==> config.mk <==
export PLATFORM = sky130hd
export DESIGN_NAME = link_tx
export DESIGN_NICKNAME = d
export VERILOG_FILES = /design/src/rtl/link_tx_pkg.sv /design/src/rtl/link_tx_fifo.sv /design/src/rtl/link_tx.sv
export SDC_FILE = /design/constraint.sdc
export NUM_CORES = 1
export LEC_CHECK = 0
export CORE_UTILIZATION = 60
export CTS_CLUSTER_DIAMETER = 200
export CTS_CLUSTER_SIZE = 40
export DETAILED_ROUTE_END_ITERATION = 8
export PLACE_DENSITY_LB_ADDON = 0.2
export SLEW_MARGIN = 0
export SYNTH_ARGS = -nofsm -noshare
export SYNTH_HDL_FRONTEND = slang
export SYNTH_SLANG_ARGS = --single-unit
==> constraint.sdc <==
create_clock -name clk -period 7 [get_ports clk]
set_clock_uncertainty 0.05 [all_clocks]
set_input_delay 0.7 -clock clk [delete_from_list [all_inputs] [get_ports clk]]
set_output_delay 0.7 -clock clk [all_outputs]
set_load 0.005 [all_outputs]
==> src/rtl/link_tx_pkg.sv <==
// link_tx_pkg: shared types for the credit-based link transmitter.
//   FLIT_W  : flit payload width (32)
//   ENTRY_W : width of one transmit FIFO entry ({last, data})
//   flit_t  : transmit FIFO entry
//   state_t : packet-framing FSM state
package link_tx_pkg;

  localparam int FLIT_W  = 32;
  localparam int ENTRY_W = FLIT_W + 1;

  typedef struct packed {
    logic              last;
    logic [FLIT_W-1:0] data;
  } flit_t;

  typedef enum logic [0:0] {
    IDLE = 1'b0,
    BODY = 1'b1
  } state_t;

endpackage

==> src/rtl/link_tx_fifo.sv <==
// link_tx_fifo: synchronous transmit FIFO of flit_t entries (33 bits wide).
// Ports:
//   clk, rst       : clock, synchronous active-low reset
//   push/push_data : write request and entry
//   pop            : read request; pop_data shows the head entry
//   full, empty    : occupancy flags
// A full FIFO still takes a push when a pop happens in the same cycle.
// Pointers wrap naturally because DEPTH is a power of two.
module link_tx_fifo
  import link_tx_pkg::*;
#(
  parameter int DEPTH = 4
) (
  input  logic  clk,
  input  logic  rst,
  input  logic  push,
  input  flit_t push_data,
  input  logic  pop,
  output flit_t pop_data,
  output logic  full,
  output logic  empty
);

  localparam int AW = (DEPTH > 1) ? $clog2(DEPTH) : 1;

  flit_t         mem [DEPTH];
  logic [AW-1:0] wr_ptr;
  logic [AW-1:0] rd_ptr;
  logic [AW:0]   count;
  logic          do_push;
  logic          do_pop;

  // Qualify requests against the flags; a pop frees the slot a full push needs.
  always_comb begin
    do_pop  = pop & ~empty;
    do_push = push & (~full | do_pop);
  end

  // Occupancy flags derived from the registered count only.
  always_comb begin
    full     = (count == (AW+1)'(DEPTH));
    empty    = (count == '0);
    pop_data = mem[rd_ptr];
  end

  // Storage array; contents are don't-care until written.
  always_ff @(posedge clk) begin
    if (do_push) begin
      mem[wr_ptr] <= push_data;
    end
  end

  // Pointer and count registers.
  always_ff @(posedge clk) begin
    if (!rst) begin
      wr_ptr <= '0;
      rd_ptr <= '0;
      count  <= '0;
    end else begin
      if (do_push) begin
        wr_ptr <= wr_ptr + AW'(1);
      end
      if (do_pop) begin
        rd_ptr <= rd_ptr + AW'(1);
      end
      case ({do_push, do_pop})
        2'b10:   count <= count + (AW+1)'(1);
        2'b01:   count <= count - (AW+1)'(1);
        default: count <= count;
      endcase
    end
  end

endmodule

==> src/rtl/link_tx.sv <==
// link_tx: credit-based flit link transmitter.
// Ports:
//   clk, rst                       : clock, synchronous active-low reset
//   src_valid/src_data/src_last    : flit from the source; src_ready = FIFO not full
//   credit_in                      : one-cycle pulse, one downstream slot freed
//   data_out                       : registered link data (holds last sent flit)
//   diff_pair_p/diff_pair_n        : flit strobe pair, toggles once per sent flit
//   pkt_active                     : head of a packet sent, tail not yet
//   credit_err                     : sticky, credit arrived with counter full
// Optional (LINK_TX_STATS_EN defined):
//   tx_flit_cnt                    : sends since reset, wrapping
//   stall_cnt                      : cycles queued but out of credit, saturating
module link_tx
  import link_tx_pkg::*;
#(
  parameter int DEPTH   = 4,
  parameter int CREDITS = 4,
  parameter int CW      = 3
) (
  input  logic              clk,
  input  logic              rst,
  input  logic              src_valid,
  input  logic [FLIT_W-1:0] src_data,
  input  logic              src_last,
  output logic              src_ready,
  input  logic              credit_in,
  output logic [FLIT_W-1:0] data_out,
  output logic              diff_pair_p,
  output logic              diff_pair_n,
  output logic              pkt_active,
  output logic              credit_err
`ifdef LINK_TX_STATS_EN
  ,
  output logic [15:0]       tx_flit_cnt,
  output logic [15:0]       stall_cnt
`endif
);

  localparam logic [CW-1:0] CRED_MAX = CW'(CREDITS);

  flit_t         push_entry;
  flit_t         head;
  logic          fifo_full;
  logic          fifo_empty;
  logic          push;
  logic          send;
  logic [CW-1:0] credits;
  logic [CW-1:0] credits_nxt;
  logic          cerr_set;
  state_t        state;
  state_t        state_nxt;

  // Source handshake and send decision; no credit bypass, so credits are the registered count.
  always_comb begin
    src_ready       = ~fifo_full;
    push            = src_valid & ~fifo_full;
    push_entry.last = src_last;
    push_entry.data = src_data;
    send            = ~fifo_empty & (credits != '0);
  end

  link_tx_fifo #(
    .DEPTH(DEPTH)
  ) u_fifo (
    .clk      (clk),
    .rst      (rst),
    .push     (push),
    .push_data(push_entry),
    .pop      (send),
    .pop_data (head),
    .full     (fifo_full),
    .empty    (fifo_empty)
  );

  // Credit counter next value; a send and a returning credit cancel out.
  always_comb begin
    credits_nxt = credits;
    cerr_set    = 1'b0;
    case ({send, credit_in})
      2'b10: credits_nxt = credits - CW'(1);
      2'b01: begin
        if (credits == CRED_MAX) begin
          cerr_set    = 1'b1;
          credits_nxt = credits;
        end else begin
          cerr_set    = 1'b0;
          credits_nxt = credits + CW'(1);
        end
      end
      default: credits_nxt = credits;
    endcase
  end

  // Packet framing: only sent flits move the state; credit stalls leave it alone.
  always_comb begin
    state_nxt = state;
    case (state)
      IDLE: begin
        if (send && !head.last) begin
          state_nxt = BODY;
        end else begin
          state_nxt = IDLE;
        end
      end
      BODY: begin
        if (send && head.last) begin
          state_nxt = IDLE;
        end else begin
          state_nxt = BODY;
        end
      end
      default: state_nxt = IDLE;
    endcase
  end

  // State, credit and link output registers.
  always_ff @(posedge clk) begin
    if (!rst) begin
      state       <= IDLE;
      credits     <= CRED_MAX;
      credit_err  <= 1'b0;
      data_out    <= '0;
      diff_pair_p <= 1'b0;
      diff_pair_n <= 1'b1;
      pkt_active  <= 1'b0;
    end else begin
      state      <= state_nxt;
      credits    <= credits_nxt;
      credit_err <= credit_err | cerr_set;
      pkt_active <= (state_nxt == BODY);
      if (send) begin
        data_out    <= head.data;
        diff_pair_p <= ~diff_pair_p;
        diff_pair_n <= diff_pair_p;
      end else begin
        data_out    <= data_out;
        diff_pair_p <= diff_pair_p;
        diff_pair_n <= diff_pair_n;
      end
    end
  end

`ifdef LINK_TX_STATS_EN
  // Statistics: wrapping send count and saturating credit-stall count.
  always_ff @(posedge clk) begin
    if (!rst) begin
      tx_flit_cnt <= 16'd0;
      stall_cnt   <= 16'd0;
    end else begin
      if (send) begin
        tx_flit_cnt <= tx_flit_cnt + 16'd1;
      end else begin
        tx_flit_cnt <= tx_flit_cnt;
      end
      if (!fifo_empty && (credits == '0) && (stall_cnt != 16'hFFFF)) begin
        stall_cnt <= stall_cnt + 16'd1;
      end else begin
        stall_cnt <= stall_cnt;
      end
    end
  end
`endif

endmodule
==> results.md, run 1 <==
- Outcome: finished, final reports clean
- Number of port buffers: 73
- CTS Root Cell: clkbuf_16
- Sequential area share after synthesis: 72.8%
- Fin cells: 622
- Share of cells above drive strength 1: ~16%
- Post-Syn Nets: 439
- Final Hold Fails: 0
- Total grt overflow: 0
- Most common cell after layout, fill and taps aside: edfxtp_1
- Number of max-cap violations: 0
- Antenna violations before repair: 0
- Via density: 5.69
- Commonest cells after routing, fill and taps aside: edfxtp_1 (132), nand2_1 (73), clkdlybuf4s50_1 (72), dfxtp_1 (46), mux4_2 (33)
- Warnings from Yosys: 0
- P per Cell Area: between 400 and 500 mW/mm^2
- Fmax achieved: between 300 and 400 MHz
- Largest net degree at the start of global routing: 51
- Post-DR wirelength/cell: 19.1 um
- Number of synthesized flops with an enable pin: approximately 130
- Worst-margin pin slew: around 910 ps
- Seq cells post-synth: 180
- RSZ-0062 raised after global routing: no
- Row count: 38
- Min-Delay Path Class: register to register
- Cell breakdown of the critical path: or3_4 > nand2_1 > buf_4 > nand2_1 > fa_1 > nor2_1 > a22oi_2 > mux2_4
- Routed Antenna Nets: 0
- Crit path DAT: 2790 ps
- Clock sinks: 180
- Layout area overhead: 21.1%
- H-tree depth: 4
- Pre-CTS WS: between 4000 and 5000 ps
- Slew HR: 39.5%
- CTS clk-pin slew, worst paths: around 60 ps
- Vias in the first global route: about 3700
- Post-detail-place hpwl: ~6.5 mm
- Dpl cells: 590
- Total CTS buffers: 17
- Syn_area_per_cell: 17.1 um^2
- Setup CP Type: register to register
- GPL Wtd Cong: roughly 0.73
- Ys async rst share: 0%
- Startpoint Class: register
- Iter 0 DRT Violations: 148
- Cell count after synthesis: approximately 400
- Fin. max-slew vios: 0
- Critical Path RT: about 7300 ps
- Max incr delay on CP: roughly 430 ps
- IO Pins: 74
- Clock Path Buffers: 2
- Global-route wire length before repair: about 19 mm
- PostCTS Resize Cnt: 0
- Core area: ~0.011 mm^2
- Fillers: approximately 660
- Synth Cell Area: 0.00677 mm^2
- Die X: 108 um
- Critical-path top delay cell: fa_1
- Via count: roughly 3500
- Tmin final: 2530 ps
- Placed Instance Area: ~0.0076 mm^2
- CTS tree: built
- Total chip power: approximately 3.3 mW
- Final setup viols: 0
- Die Y: 108 um
- DRT Pass-1 Iters: 4
- Hold_buf cts: 0
- GR Util All Layers: 22.6%
- Total routed wirelength: 11.9 mm
- Ys flop type: edfxtp_1
- Synth cell types: 35
- Cell leakage power: 2.76 nW
- VDD IR max: ~0.00028 V
- Final worst path period share: 36.2%
- Diode count: 0
- Clk_lat worst skew: about 420 ps
- Starting Density: ~62%
- Worst setup margin: 4470 ps
- Most used cell, CP: nand2_1
- Die area: 0.0117 mm^2
- Setup tns final: 0 ps
- Post-route DRC: 0
- CP endpoint kind: register
- Worst-path maximum fanout: 37
- # Post-CTS Setup Buffers: 0
- Post-layout instance area: 0.00820 mm^2
- Final #Nets: 513
## sequential cells by signal (all words and copies together), names as in the netlist, named ones only
register	flops
credit_err	1
credits	3
data_out	32
diff_pair_n	1
diff_pair_p	1
u_fifo.count	3
u_fifo.mem	132
u_fifo.rd_ptr	2
u_fifo.wr_ptr	2
## power by group
part | internal (mW) | switching (mW)
logic | 0.447 | 0.386
registers | 1.35 | 0.116
clock network | 0.629 | 0.376
## metal layers
metal	up-vias	part of all wire, %	track usage [%]
met5	-	0	0
met4	0	1.6	9.98
met3	18	5.5	4.52
met2	105	52	38.5
met1	1800	41	28.3
li1	1619	-	-
## cells in the mapped netlist (all sizes together) (2+ instances only)
| cell | count | share of area (%) |
|---|---|---|
| a21boi | 34 | 3.8 |
| and2 | 7 | 0.65 |
| and3 | 4 | 0.37 |
| buf | 15 | 1.5 |
| clkbuf | 6 | 0.33 |
| dfxtp | 48 | 14 |
| edfxtp | 132 | 59 |
| fa | 2 | 0.59 |
| ha | 5 | 0.92 |
| inv | 5 | 0.28 |
| mux2i | 2 | 0.30 |
| mux4 | 33 | 11 |
| nand2 | 73 | 4.0 |
| nand2b | 2 | 0.18 |
| nor2 | 3 | 0.17 |
| nor2b | 2 | 0.18 |
| o21ai | 2 | 0.15 |
| or3 | 3 | 0.44 |
| xnor2 | 6 | 0.78 |
## critical path: cells and delay by family, from the launching register on
kind / cells / cell delay [ps]
and+or+nand+nor: 4 / 810
adders and majority gates: 1 / 430
buffers and inverters: 1 / 390
DFF: 1 / 370
muxes: 1 / 310
AOI/OAI and AO/OA: 1 / 70
## cells by family after synthesis
logic type               after synthesis  share of synthesized area [%]
flip-flops                           180                           72.8
AO/OA/AOI/OAI                         43                           4.97
adder cells (fa/ha/maj)                7                           1.52
XOR/XNOR                               6                          0.776
AND/OR/NAND/NOR                       97                           6.36
buffers and inverters                 26                           2.13
multiplexers                          36                           11.5
## worst paths after layout
kind                                  start                        end  slack (ps)  depth (start not counted)
setup reg to reg    credits[0]$_SDFFE_PN0P_    credits[2]$_SDFFE_PN1P_        4470                          8
hold / removal    data_out[11]$_SDFFE_PN0P_  data_out[11]$_SDFFE_PN0P_         410                          2
setup / recovery    credits[0]$_SDFFE_PN0P_    credits[2]$_SDFFE_PN1P_        4470                          8
hold reg to reg   data_out[11]$_SDFFE_PN0P_  data_out[11]$_SDFFE_PN0P_         410                          2
## cell type report
type | instances | area (um^2) | area share [%]
multi-input combinational | 189 | 1710 | 20.8
tap | 140 | 175 | 2.14
clock inverter | 12 | 186 | 2.27
sequential | 180 | 4930 | 60.1
timing repair buffer | 76 | 748 | 9.13
clock buffer | 20 | 437 | 5.33
inverter | 5 | 18.8 | 0.229
## stage by stage
step                hold slack, ps  utilization, %
global placement               391            69.3
CTS                            413            75.0
detailed placement             404            69.3
floorplan                      401               -
global route                   422            75.0
finish                         408            75.0
Note: power is estimated with default switching activity, not from simulation.
==> inputs of run 2 (changes only) <==
Settings changed: CORE_UTILIZATION 60 to 56.
Clock period 7 ns to 2.51 ns, I/O delays scaled along.
==> run 2 against run 1 <==
Against the previous run: the run now ends with DRC left; worst setup slack worse by 4300 ps; maximum frequency grew 8.3%; non-clock buffer count is 10 higher.
==> results.md, run 2 (synthesis gave the netlist of run 1 again) <==
- Post-detail-place hpwl: 7.07 mm (+9.0%)
- Tmin final: 2340 ps (-193 ps)
- Clock sinks: 180 (unchanged)
- IO Pins: 74 (unchanged)
- CTS tree: built
- Die X: 112 um (+3.4%)
- Critical Path RT: 2810 ps (-4450 ps)
- H-tree depth: 4 (unchanged)
- Antenna violations before repair: 0 (unchanged)
- Total chip power: 9.23 mW (+180%)
- Worst-margin pin slew: 685 ps (-222 ps)
- Fin. max-slew vios: 0 (unchanged)
- Via count: 3536 (-0.17%)
- Total grt overflow: 0 (unchanged)
- Post-route DRC: 6 (+6)
- # Post-CTS Setup Buffers: 0 (unchanged)
- Max incr delay on CP: 410 ps (-20 ps)
- Startpoint Class: register
- Largest register FFs: 132 (unchanged)
- Clock Path Buffers: 2 (unchanged)
- Fin cells: 635 (+2.1%)
- DRT Pass-1 Iters: 6 (+2)
- Outcome: finished with violations
- Vias in the first global route: 3645 (-1.4%)
- RSZ-0062 raised after global routing: no
- Number of max-cap violations: 0 (unchanged)
- Row count: 39 (+2.6%)
- Commonest cells after routing, fill and taps aside: edfxtp_1 (132), nand2_1 (72), clkdlybuf4s50_1 (72), dfxtp_1 (45), mux4_2 (33)
- Critical-path top delay cell: or3_2
- Fmax achieved: 428 MHz (+8.3%)
- Setup tns final: 0 ps (unchanged)
- Post-DR wirelength/cell: 19.1 um (+0.35%)
- CP endpoint kind: register
- Failing checks: DRC
- GPL Wtd Cong: 0.712 (-3.1%)
- VDD IR max: 0.000903 V (+220%)
- Largest net degree at the start of global routing: 39 (-24%)
- GR Util All Layers: 21.1% (-1.5 points)
- Iter 0 DRT Violations: 139 (-6.1%)
- Cell breakdown of the critical path: or3_4 > nand2_2 > clkinv_1 > ha_2 > fa_1 > xnor2_1 > or3_2 > a21boi_1
- Global-route wire length before repair: 19.2 mm (+1.7%)
- CTS clk-pin slew, worst paths: 60 ps (about the same)
- Largest Register: u_fifo.mem
- Multi-input gate area: 0.00171 mm^2 (+0.29%)
- Final #Nets: 523 (+1.9%)
- P per Cell Area: 1110 mW/mm^2 (+170%)
- Die area: 0.0125 mm^2 (+7.0%)
- Total CTS buffers: 17 (unchanged)
- Clk_lat worst skew: 410 ps (about the same)
- Setup CP Type: register to register
- Die Y: 112 um (+3.4%)
- Number of port buffers: 73 (unchanged)
- Slew HR: 54.3% (+15 points)
- Routed Antenna Nets: 0 (unchanged)
- Share of cells above drive strength 1: 18.7% (+2.7 points)
- Starting Density: 58.3% (-3.6 points)
- Via density: 5.57 (-2.2%)
- Register area: 0.00493 mm^2 (about the same)
- Biggest regs: u_fifo.mem (132), data_out (32)
- CTS Root Cell: clkbuf_16
- Cell leakage power: 2.81 nW (+1.9%)
- Min-Delay Path Class: primary input to register
- Layout area overhead: 23.3%
- Most common cell after layout, fill and taps aside: edfxtp_1
- Final Hold Fails: 0 (unchanged)
- Final setup viols: 0 (unchanged)
- Dpl cells: 603 (+2.2%)
- Final worst path period share: 93.1% (+57 points)
- Worst-path maximum fanout: 4 (-89%)
- Crit path DAT: 2630 ps (-160 ps)
- Fillers: 746 (+12%)
- Total routed wirelength: 12.1 mm (+2.4%)
- Core area: 0.0116 mm^2 (+6.2%)
- Diode count: 0 (unchanged)
run 2: metal layers:
layer | vias up | share of wire [%] | global-route usage [%]
met5 | - | 0 | 0
met2 | 109 | 51 | 35.7
li1 | 1643 | - | -
met1 | 1769 | 41 | 26.6
met4 | 0 | 1.7 | 9.42
met3 | 15 | 6.5 | 4.35
run 2: power by group:
part           internal [mW]  leakage, nW  switching [mW]
registers               3.76         1.61           0.317
logic                   1.33        0.906            1.11
clock network           1.70        0.296            1.03
total                   6.78         2.81            2.45
run 2: final timing paths:
kind                                                      to                    startpoint  depth (start not counted)  slack, ps
worst min-delay path                diff_pair_n$_SDFFE_PN1P_                           rst                          2        320
worst max register to register  u_fifo.count[2]$_SDFFE_PN0P_  u_fifo.count[0]$_SDFFE_PN0P_                          8        170
worst max-delay path            u_fifo.count[2]$_SDFFE_PN0P_  u_fifo.count[0]$_SDFFE_PN0P_                          8        170
worst min register to register     data_out[11]$_SDFFE_PN0P_     data_out[11]$_SDFFE_PN0P_                          2        400
run 2: repair_timing:
action,in CTS,in global routing
setup endpoints to repair,0,1
gates resized for setup,0,3
hold endpoints to repair,0,0
hold buffers,0,0
run 2: layout make-up:
| type | instances | area share, % |
|---|---|---|
| Sequential cell | 180 | 59.1 |
| Multi-Input combinational cell | 189 | 20.5 |
| Timing Repair Buffer | 86 | 10.6 |
| Clock buffer | 24 | 6.01 |
| Tap cell | 143 | 2.14 |
| Clock inverter | 8 | 1.45 |
| Inverter | 5 | 0.225 |
run 2: worst max-delay path: cells and delay by family, from the launching register on:
kind / cells / cell delay [ps]
simple gates: 3 / 910
fa+ha+maj: 2 / 580
flops: 1 / 350
xor+xnor: 1 / 150
compound gates: 1 / 150
buf+inv: 1 / 80
run 2: through the flow:
stage | hold WS (ps) | util, % | worst slack, ps | area, um^2
floorplan | 300 | - | 25.8 | 6770
global placement | 389 | 66.5 | 95.9 | 7720
detailed placement | 395 | 66.5 | -7.99 | 7720
CTS | 321 | 71.8 | 55.4 | 8340
global route | 367 | 71.9 | 38.0 | 8350
finish | 320 | 71.9 | 172 | 8350
